### src/rtl/lsu_mem_ctrl.sv
// Load/store controller: maps byte-addressed RV32 loads/stores onto a word-wide
// memory without byte enables, using read-modify-write for SB/SH.
module lsu_mem_ctrl #(
  parameter int DATA_WIDTH     = 32,
  parameter int MEM_ADDR_WIDTH = 10
) (
  input  logic                      clk,
  input  logic                      reset,
  input  logic                      req_valid,
  output logic                      req_ready,
  input  logic                      req_write,
  input  logic [1:0]                req_size,
  input  logic                      req_unsigned,
  input  logic [31:0]               req_addr,
  input  logic [DATA_WIDTH-1:0]     req_wdata,
  output logic                      rsp_valid,
  output logic                      rsp_err,
  output logic [DATA_WIDTH-1:0]     rsp_rdata,
  output logic [MEM_ADDR_WIDTH-1:0] mem_address,
  output logic [DATA_WIDTH-1:0]     mem_writedata,
  output logic                      mem_memwrite,
  output logic                      mem_memread,
  input  logic [DATA_WIDTH-1:0]     mem_readdata
);

  typedef enum logic [1:0] {IDLE, READ, MERGE, WRITE} state_t;

  localparam logic [1:0] SZ_BYTE = 2'b00;
  localparam logic [1:0] SZ_HALF = 2'b01;
  localparam logic [1:0] SZ_WORD = 2'b10;
  localparam logic [1:0] SZ_RSVD = 2'b11;

  state_t                    r_state;
  state_t                    w_state_next;
  logic [MEM_ADDR_WIDTH+1:0] r_addr;
  logic [1:0]                r_size;
  logic                      r_unsigned;
  logic                      r_write;
  logic [DATA_WIDTH-1:0]     r_wdata;
  logic [DATA_WIDTH-1:0]     r_merged;
  logic [DATA_WIDTH-1:0]     r_rdata;
  logic                      r_rsp_valid;
  logic                      r_rsp_err;

  logic                      w_accept;
  logic                      w_err;
  logic [7:0]                w_byte;
  logic [15:0]               w_half;
  logic [DATA_WIDTH-1:0]     w_load_ext;
  logic [DATA_WIDTH-1:0]     w_merged;
  logic                      w_unused_addr;

  // Address bits above the memory depth are dropped, so accesses wrap.
  assign w_unused_addr = &{1'b1, req_addr[31:MEM_ADDR_WIDTH+2]};

  assign req_ready = (r_state == IDLE);
  assign w_accept  = req_valid && req_ready;
  assign w_err     = (req_size == SZ_RSVD) ||
                     ((req_size == SZ_HALF) && req_addr[0]) ||
                     ((req_size == SZ_WORD) && (req_addr[1:0] != 2'b00));

  // Lane select and extension of the word returned during READ.
  always_comb begin
    w_byte     = mem_readdata[{r_addr[1:0], 3'b000} +: 8];
    w_half     = r_addr[1] ? mem_readdata[31:16] : mem_readdata[15:0];
    w_load_ext = mem_readdata;
    case (r_size)
      SZ_BYTE: w_load_ext = {{(DATA_WIDTH-8){w_byte[7] & ~r_unsigned}}, w_byte};
      SZ_HALF: w_load_ext = {{(DATA_WIDTH-16){w_half[15] & ~r_unsigned}}, w_half};
      default: w_load_ext = mem_readdata;
    endcase
  end

  always_comb begin
    w_merged = mem_readdata;
    if (r_size == SZ_BYTE)
      w_merged[{r_addr[1:0], 3'b000} +: 8] = r_wdata[7:0];
    else
      w_merged[{r_addr[1], 4'b0000} +: 16] = r_wdata[15:0];
  end

  always_comb begin
    w_state_next = r_state;
    case (r_state)
      IDLE: begin
        if (w_accept && !w_err) begin
          if (!req_write)               w_state_next = READ;
          else if (req_size == SZ_WORD) w_state_next = WRITE;
          else                          w_state_next = MERGE;
        end
      end
      READ:    w_state_next = IDLE;
      MERGE:   w_state_next = WRITE;
      WRITE:   w_state_next = IDLE;
      default: w_state_next = IDLE;
    endcase
  end

  // Memory strobes decode from the state register so reset removes them at once.
  always_comb begin
    mem_memread   = 1'b0;
    mem_memwrite  = 1'b0;
    mem_address   = '0;
    mem_writedata = '0;
    case (r_state)
      READ, MERGE: begin
        mem_memread = 1'b1;
        mem_address = r_addr[MEM_ADDR_WIDTH+1:2];
      end
      WRITE: begin
        mem_memwrite  = r_write;
        mem_address   = r_addr[MEM_ADDR_WIDTH+1:2];
        mem_writedata = (r_size == SZ_WORD) ? r_wdata : r_merged;
      end
      default: ;
    endcase
  end

  always_ff @(posedge clk or posedge reset) begin
    if (reset) begin
      r_state     <= IDLE;
      r_addr      <= '0;
      r_size      <= '0;
      r_unsigned  <= 1'b0;
      r_write     <= 1'b0;
      r_wdata     <= '0;
      r_merged    <= '0;
      r_rdata     <= '0;
      r_rsp_valid <= 1'b0;
      r_rsp_err   <= 1'b0;
    end else begin
      r_state     <= w_state_next;
      r_rsp_valid <= 1'b0;
      r_rsp_err   <= 1'b0;
      case (r_state)
        IDLE: begin
          if (w_accept) begin
            r_addr     <= req_addr[MEM_ADDR_WIDTH+1:0];
            r_size     <= req_size;
            r_unsigned <= req_unsigned;
            r_write    <= req_write;
            r_wdata    <= req_wdata;
            if (w_err) begin
              r_rsp_valid <= 1'b1;
              r_rsp_err   <= 1'b1;
              r_rdata     <= '0;
            end
          end
        end
        READ: begin
          r_rdata     <= w_load_ext;
          r_rsp_valid <= 1'b1;
        end
        MERGE:   r_merged <= w_merged;
        WRITE:   r_rsp_valid <= 1'b1;
        default: ;
      endcase
    end
  end

  assign rsp_valid = r_rsp_valid;
  assign rsp_err   = r_rsp_err;
  assign rsp_rdata = r_rdata;

endmodule
### config.mk
export PLATFORM = sky130hd
export DESIGN_NAME = lsu_mem_ctrl
export DESIGN_NICKNAME = d
export VERILOG_FILES = /design/src/rtl/lsu_mem_ctrl.sv
export SDC_FILE = /design/constraint.sdc
export NUM_CORES = 1
export LEC_CHECK = 0
export CAP_MARGIN = 20
export CORE_UTILIZATION = 30
export CTS_BUF_LIST = sky130_fd_sc_hd__clkbuf_2
export DETAILED_ROUTE_END_ITERATION = 7
export GPL_TIMING_DRIVEN = 0
export HOLD_SLACK_MARGIN = 0.05
export REMOVE_ABC_BUFFERS = 1
export SLEW_MARGIN = 15
export SYNTH_ARGS = -nofsm -noshare
export SYNTH_HDL_FRONTEND = slang
export SYNTH_SLANG_ARGS = --single-unit
export TNS_END_PERCENT = 30
### constraint.sdc
create_clock -name clk -period 3.6 [get_ports clk]
set_input_delay 0.72 -clock clk [delete_from_list [all_inputs] [get_ports clk]]
set_output_delay 0.72 -clock clk [all_outputs]
set_load 0.02 [all_outputs]
Yosys cells after proc, flatten, opt, wreduce, memory -nomap -nowiden

Cells that the tools add are included.

Flip-flop bits (word level): 116
Logic and storage cells: 68
Input bits: 103

Add/subtract/negate cells: 2
Shifts and indexed selects: 5
Bitwise operators: 3
Equal/unequal tests: 11
Reductions and logical operators: 16
Muxes and demuxes: 21

Operators with widths:

| cell                                                                     | number |
|---|---|
| 32-bit 2-to-1 mux                                                        | 5 |
| 32-bit case mux with 2 select lines                                      | 2 |
| 32-bit bitwise mux                                                       | 2 |
| 16-bit by 7-bit variable shift with 32-bit output (first input constant) | 1 |
| 8-bit by 7-bit variable shift with 32-bit output (first input constant)  | 1 |
| 16-bit by 7-bit indexed part select with 32-bit output                   | 1 |
| 32-bit by 6-bit indexed part select with 8-bit output                    | 1 |
| 8-bit by 7-bit indexed part select with 32-bit output                    | 1 |
| 16-bit 2-to-1 mux                                                        | 1 |
| 5-bit negator with 7-bit output                                          | 2 |
| 2-bit == test (second input constant)                                    | 5 |
| 10-bit 2-to-1 mux                                                        | 1 |
| 2-bit by 1-bit == test with 1-bit output (second input constant)         | 3 |
| 1-bit 2-to-1 mux                                                         | 6 |
| 2-bit by 1-bit inequality test with 1-bit output (second input constant) | 3 |
| 2-bit case mux with 3 select lines                                       | 1 |
| 1-bit logical AND                                                        | 4 |
| 2-bit zero test                                                          | 2 |
| 2-bit 2-to-1 mux                                                         | 2 |
| 2-bit nonzero test                                                       | 2 |
| 2-bit OR reduction                                                       | 2 |
| 3-bit AND reduction                                                      | 1 |
| 3-bit OR reduction                                                       | 1 |
| 1-bit bitwise AND                                                        | 2 |
| other kinds (5)                                                          | 6 |

Depth between registers and ports, before layout

Word-level depth: 8
Depth in mapped cells: 9

Worst setup path before layout

OpenSTA, ideal clock, no wires.

Path type: flip-flop to output port
Start: reg r_size[1]
End: out mem_writedata[1]
Path buffers: 2
Slack: 1319 ps
Data required time: 2880 ps
Data arrival time: 1561 ps
Cell stages (with the launch flop): 7
Cell sequence: dfrtp_1 > buf_2 > inv_1 > nor2_1 > buf_2 > nand2_1 > a21boi_0

Cells in the longest elaborated chain, start to end: 3

Ends and longest elaborated chain:

| item                     | RTL line | text |
|---|---|---|
| start: declaration       | 36       | `logic [1:0] r_size;` |
| start signal: assignment | 139      | `r_size <= req_size;` |
| 2-bit == test            | 113      | `mem_writedata = (r_size == SZ_WORD) ? r_wdata : r_merged;` |
| 32-bit 2-to-1 mux        | 113      |  |
| 32-bit 2-to-1 mux        | 105      | `case (r_state)` |
| end: declaration         | 20       | `output logic [DATA_WIDTH-1:0] mem_writedata,` |

Every way passes these cells.

Final worst setup path

Start: reg r_size[0]
End: out mem_writedata[14]

Same word-level chain as after synthesis.

==> flow_summary.ini <==
[pwr]
p_leak_nw = 3.48
p_clk_share_pct = 10.6
p_switching_mw = 3.23
finalPower_mw = 7.44
p_seq_share_pct = 33.3
powerDensity_mw_per_mm2 = 866
vdd_drop_max_uv = 579
internal_power_mw = 4.21
p_sw_share_pct = 43.4
p_comb_share_pct = 56.1

[logic_synthesis]
yosysTopAreaCell = dfrtp_1
avgSynthCellArea_um2 = 10.1
yosysMostFrequentCell = dfrtp_1
async_flop_share_pct = 100
synth_edf_count = 0
ys.flop_type = dfrtp_1
synth_area_mm2 = 0.00645
ys_seq_area_share_pct = 45.0
synth_top_cell_area_share_pct = 45.0
ys.warnings.count = 0
ys_top_cells_by_count = dfrtp_1 (116), nand2_1 (90), mux2_2 (73), inv_1 (34), o21ai_0 (33)
synth_cell_type_count = 49
syn_inst = 639
synth_area_leaders = dfrtp_1 (45%), mux2_2 (13%), nand2_1 (5.2%), a21boi_0 (3.7%), a22o_1 (2.7%)
ys_seq_elements = 116

[floorplanning]
coreArea_mm2 = 0.0210
initial_core_util_pct = 30.7
chipHeight_um = 149
fp.dieW_um = 149
dieArea_mm2 = 0.0221
rows = 53
io_pins = 182

[timing]
hold_viol_final = 0
relSlewSlack_pct = 41.4
fin_crit_ns = 3.37
finalCritPeriodShare_pct = 93.5
layout_setup_ws_ns = 0.233
skew_ns = 0.0249
worst_slew_pin_slew_ns = 0.879
fmax_mhz = 297
setup_viol = 0
setup-tns-final_ns = 0
grt_setup_unrepaired = false
holdWs_ns = 0.408
slew_violations = 0

[finish]
nFillCells = 2092
layout-drive-gt1-share_pct = 16.0
fin_util_pct = 40.9
fin_cells = 1070
fin_nets = 897
final_area_mm2 = 0.00859
syn_to_final_growth_pct = 33.1

[global_routing]
antenna_found_initial = 1
grt_use_met3_pct = 6.50
grt_max_degree = 70
grt_use_total_pct = 19.2
top_usage_layer = met2
grt_pass1_wl_mm = 32.1
grt_pass1_vias = 5533
grt_overflow_total = 0
grt_use_met1_pct = 26.2
met2_usage_pct = 28.8

[setup_path]
cp-endpoint = mem_writedata[14]
required_ns = 2.88
startpoint = r_size[0]
worst-path-max-fanout = 23
critPathKind = register to output port
path_depth = 4
crit_path_cell_trace = nand2b_4 > nand2_1 > a21boi_0 > clkdlybuf4s50_1
r2r_end = r_merged[9]
rrSetupSlack_ns = 0.60
crit_slowest_cell = clkdlybuf4s50_1
rr_startpoint = r_addr[1]
cp_top_family = buffers and inverters
crit_path_end_kind = output port
cp_num_buf_inv = 1
reg2regPathDepth = 6
worst_setup_path_start_kind = register
max_stage_delay_ns = 0.66
arrival_ns = 2.65

[clock_tree]
cts.clk_slew.worst_paths_ns = 0.15
cts.htree.levels = 4
cts-buffers-inserted = 17
cts_sinks = 116
clockBufferDepth = 2
clock_latency_ns = 0.70
cts-root-buf = clkbuf_2
cts_tree = done

[outcome]
outcome = finished clean

[placement]
gp_congestion = 0.846
port_buffers = 161
dp_hpwl_mm = 14.2
place_inst = 1033
placed_area_mm2 = 0.00831
place_ws_ns = 0.0680

[routing]
vias = 5517
routed_wl_mm = 20.4
via_per_inst = 5.16
drc = 0
first_iter_violations = 414
wire_per_inst_um = 19.1
drtPass1Iterations = 6
ant_nets = 0

[flow_run]
maxCapViolations = 0

[hold_path]
hold_class = input port to async pin
-- timing repair --
item / 4_1_cts / 5_1_grt
cloned: 1 / 0
buffers inserted: 3 / 3
endpoints found under the setup margin: 32 / 30
hold buffers: 0 / 0
gates resized for setup: 6 / 2
pin swaps: 1 / 0
-- cells in the final DEF (no fill, tap or decap), types with 4 or more instances in the layout --
master / Yosys / final
dfrtp_1: 116 / 113
mux2_2: 73 / 73
nand3_1: 9 / 9
nand2_1: 90 / 90
nor2b_1: 25 / 25
clkbuf_2: 1 / 19
a21boi_0: 32 / 32
a22oi_1: 9 / 9
a21oi_1: 10 / 10
o221ai_1: 4 / 4
a221oi_1: 8 / 8
clkinv_1: 0 / 6
a221o_1: 9 / 9
clkdlybuf4s50_1: 0 / 159
mux2i_1: 6 / 6
o22ai_1: 20 / 20
ha_1: 10 / 8
a31oi_1: 8 / 8
nand2b_1: 19 / 18
o21ai_0: 33 / 33
a22o_1: 20 / 20
buf_4: 2 / 5
a32o_1: 8 / 8
nor2_1: 13 / 10
inv_1: 34 / 33
-- worst reg2reg max path, stage by stage, from the launching register on --
cell and delay, ns:
dfrtp_2 0.94, inv_1 0.22, ha_1 0.30, nor3b_2 0.63, and3_1 0.51, a221oi_1 0.15, o22ai_1 0.16
-- registers in the layout, summed over array words and instances (netlist names) --
| name | cells |
|---|---|
| rsp_err | 1 |
| r_write | 1 |
| r_size | 2 |
| r_unsigned | 1 |
| r_wdata | 32 |
| r_merged | 32 |
| r_state | 2 |
| r_addr | 12 |
| rsp_valid | 1 |
| rsp_rdata | 32 |
-- worst min path at each step --
stage,end,startpoint,cells after the start,slack (ns)
after floorplan,r_write,r_write,1,0.47
after global placement,r_addr[3],r_addr[3],1,0.48
after detailed placement,rsp_rdata[2],rsp_rdata[2],1,0.48
after CTS,r_addr[4],reset,2,0.37
after global routing,r_addr[4],reset,2,0.37
final,r_addr[4],reset,2,0.41
-- routing by layer --
metal,wire (µm),part of all wire (%)
met1,9030,44
met2,9260,45
met3,1810,8.9
met4,292,1.4
met5,0,0
-- cell type report --
class	instances	area (µm²)	share of cell area, %
Multi-Input combinational cell	444	3270	38.0
Clock buffer	19	95.1	1.11
Antenna cell	1	2.50	0.0291
Timing Repair Buffer	171	1740	20.3
Inverter	34	133	1.54
Sequential cell	116	2910	33.9
Tap cell	275	344	4.01
Clock inverter	10	92.6	1.08
-- power by group through the flow --
stage | combinational, mW | sequential [mW] | clock [mW]
after floorplan | 2.45 | 2.52 | 0
after global placement | 3.96 | 2.53 | 0
after detailed placement | 4.04 | 2.55 | 0
after CTS | 4.16 | 2.49 | 0.825
after global routing | 4.56 | 2.58 | 0.882
final | 4.17 | 2.48 | 0.788
-- cells by family (layout without fill, tap and decap cells) --
logic type / count (synthesis) / after routing / share of synthesized area [%]
compound gates: 183 / 183 / 21.5
simple gates: 171 / 172 / 12.7
flops: 116 / 116 / 45.0
buf+inv: 80 / 234 / 5.24
mux: 79 / 79 / 13.7
fa+ha+maj: 10 / 10 / 1.94
other cells: 0 / 1 / 0
Power figures use the tool's default switching activity.
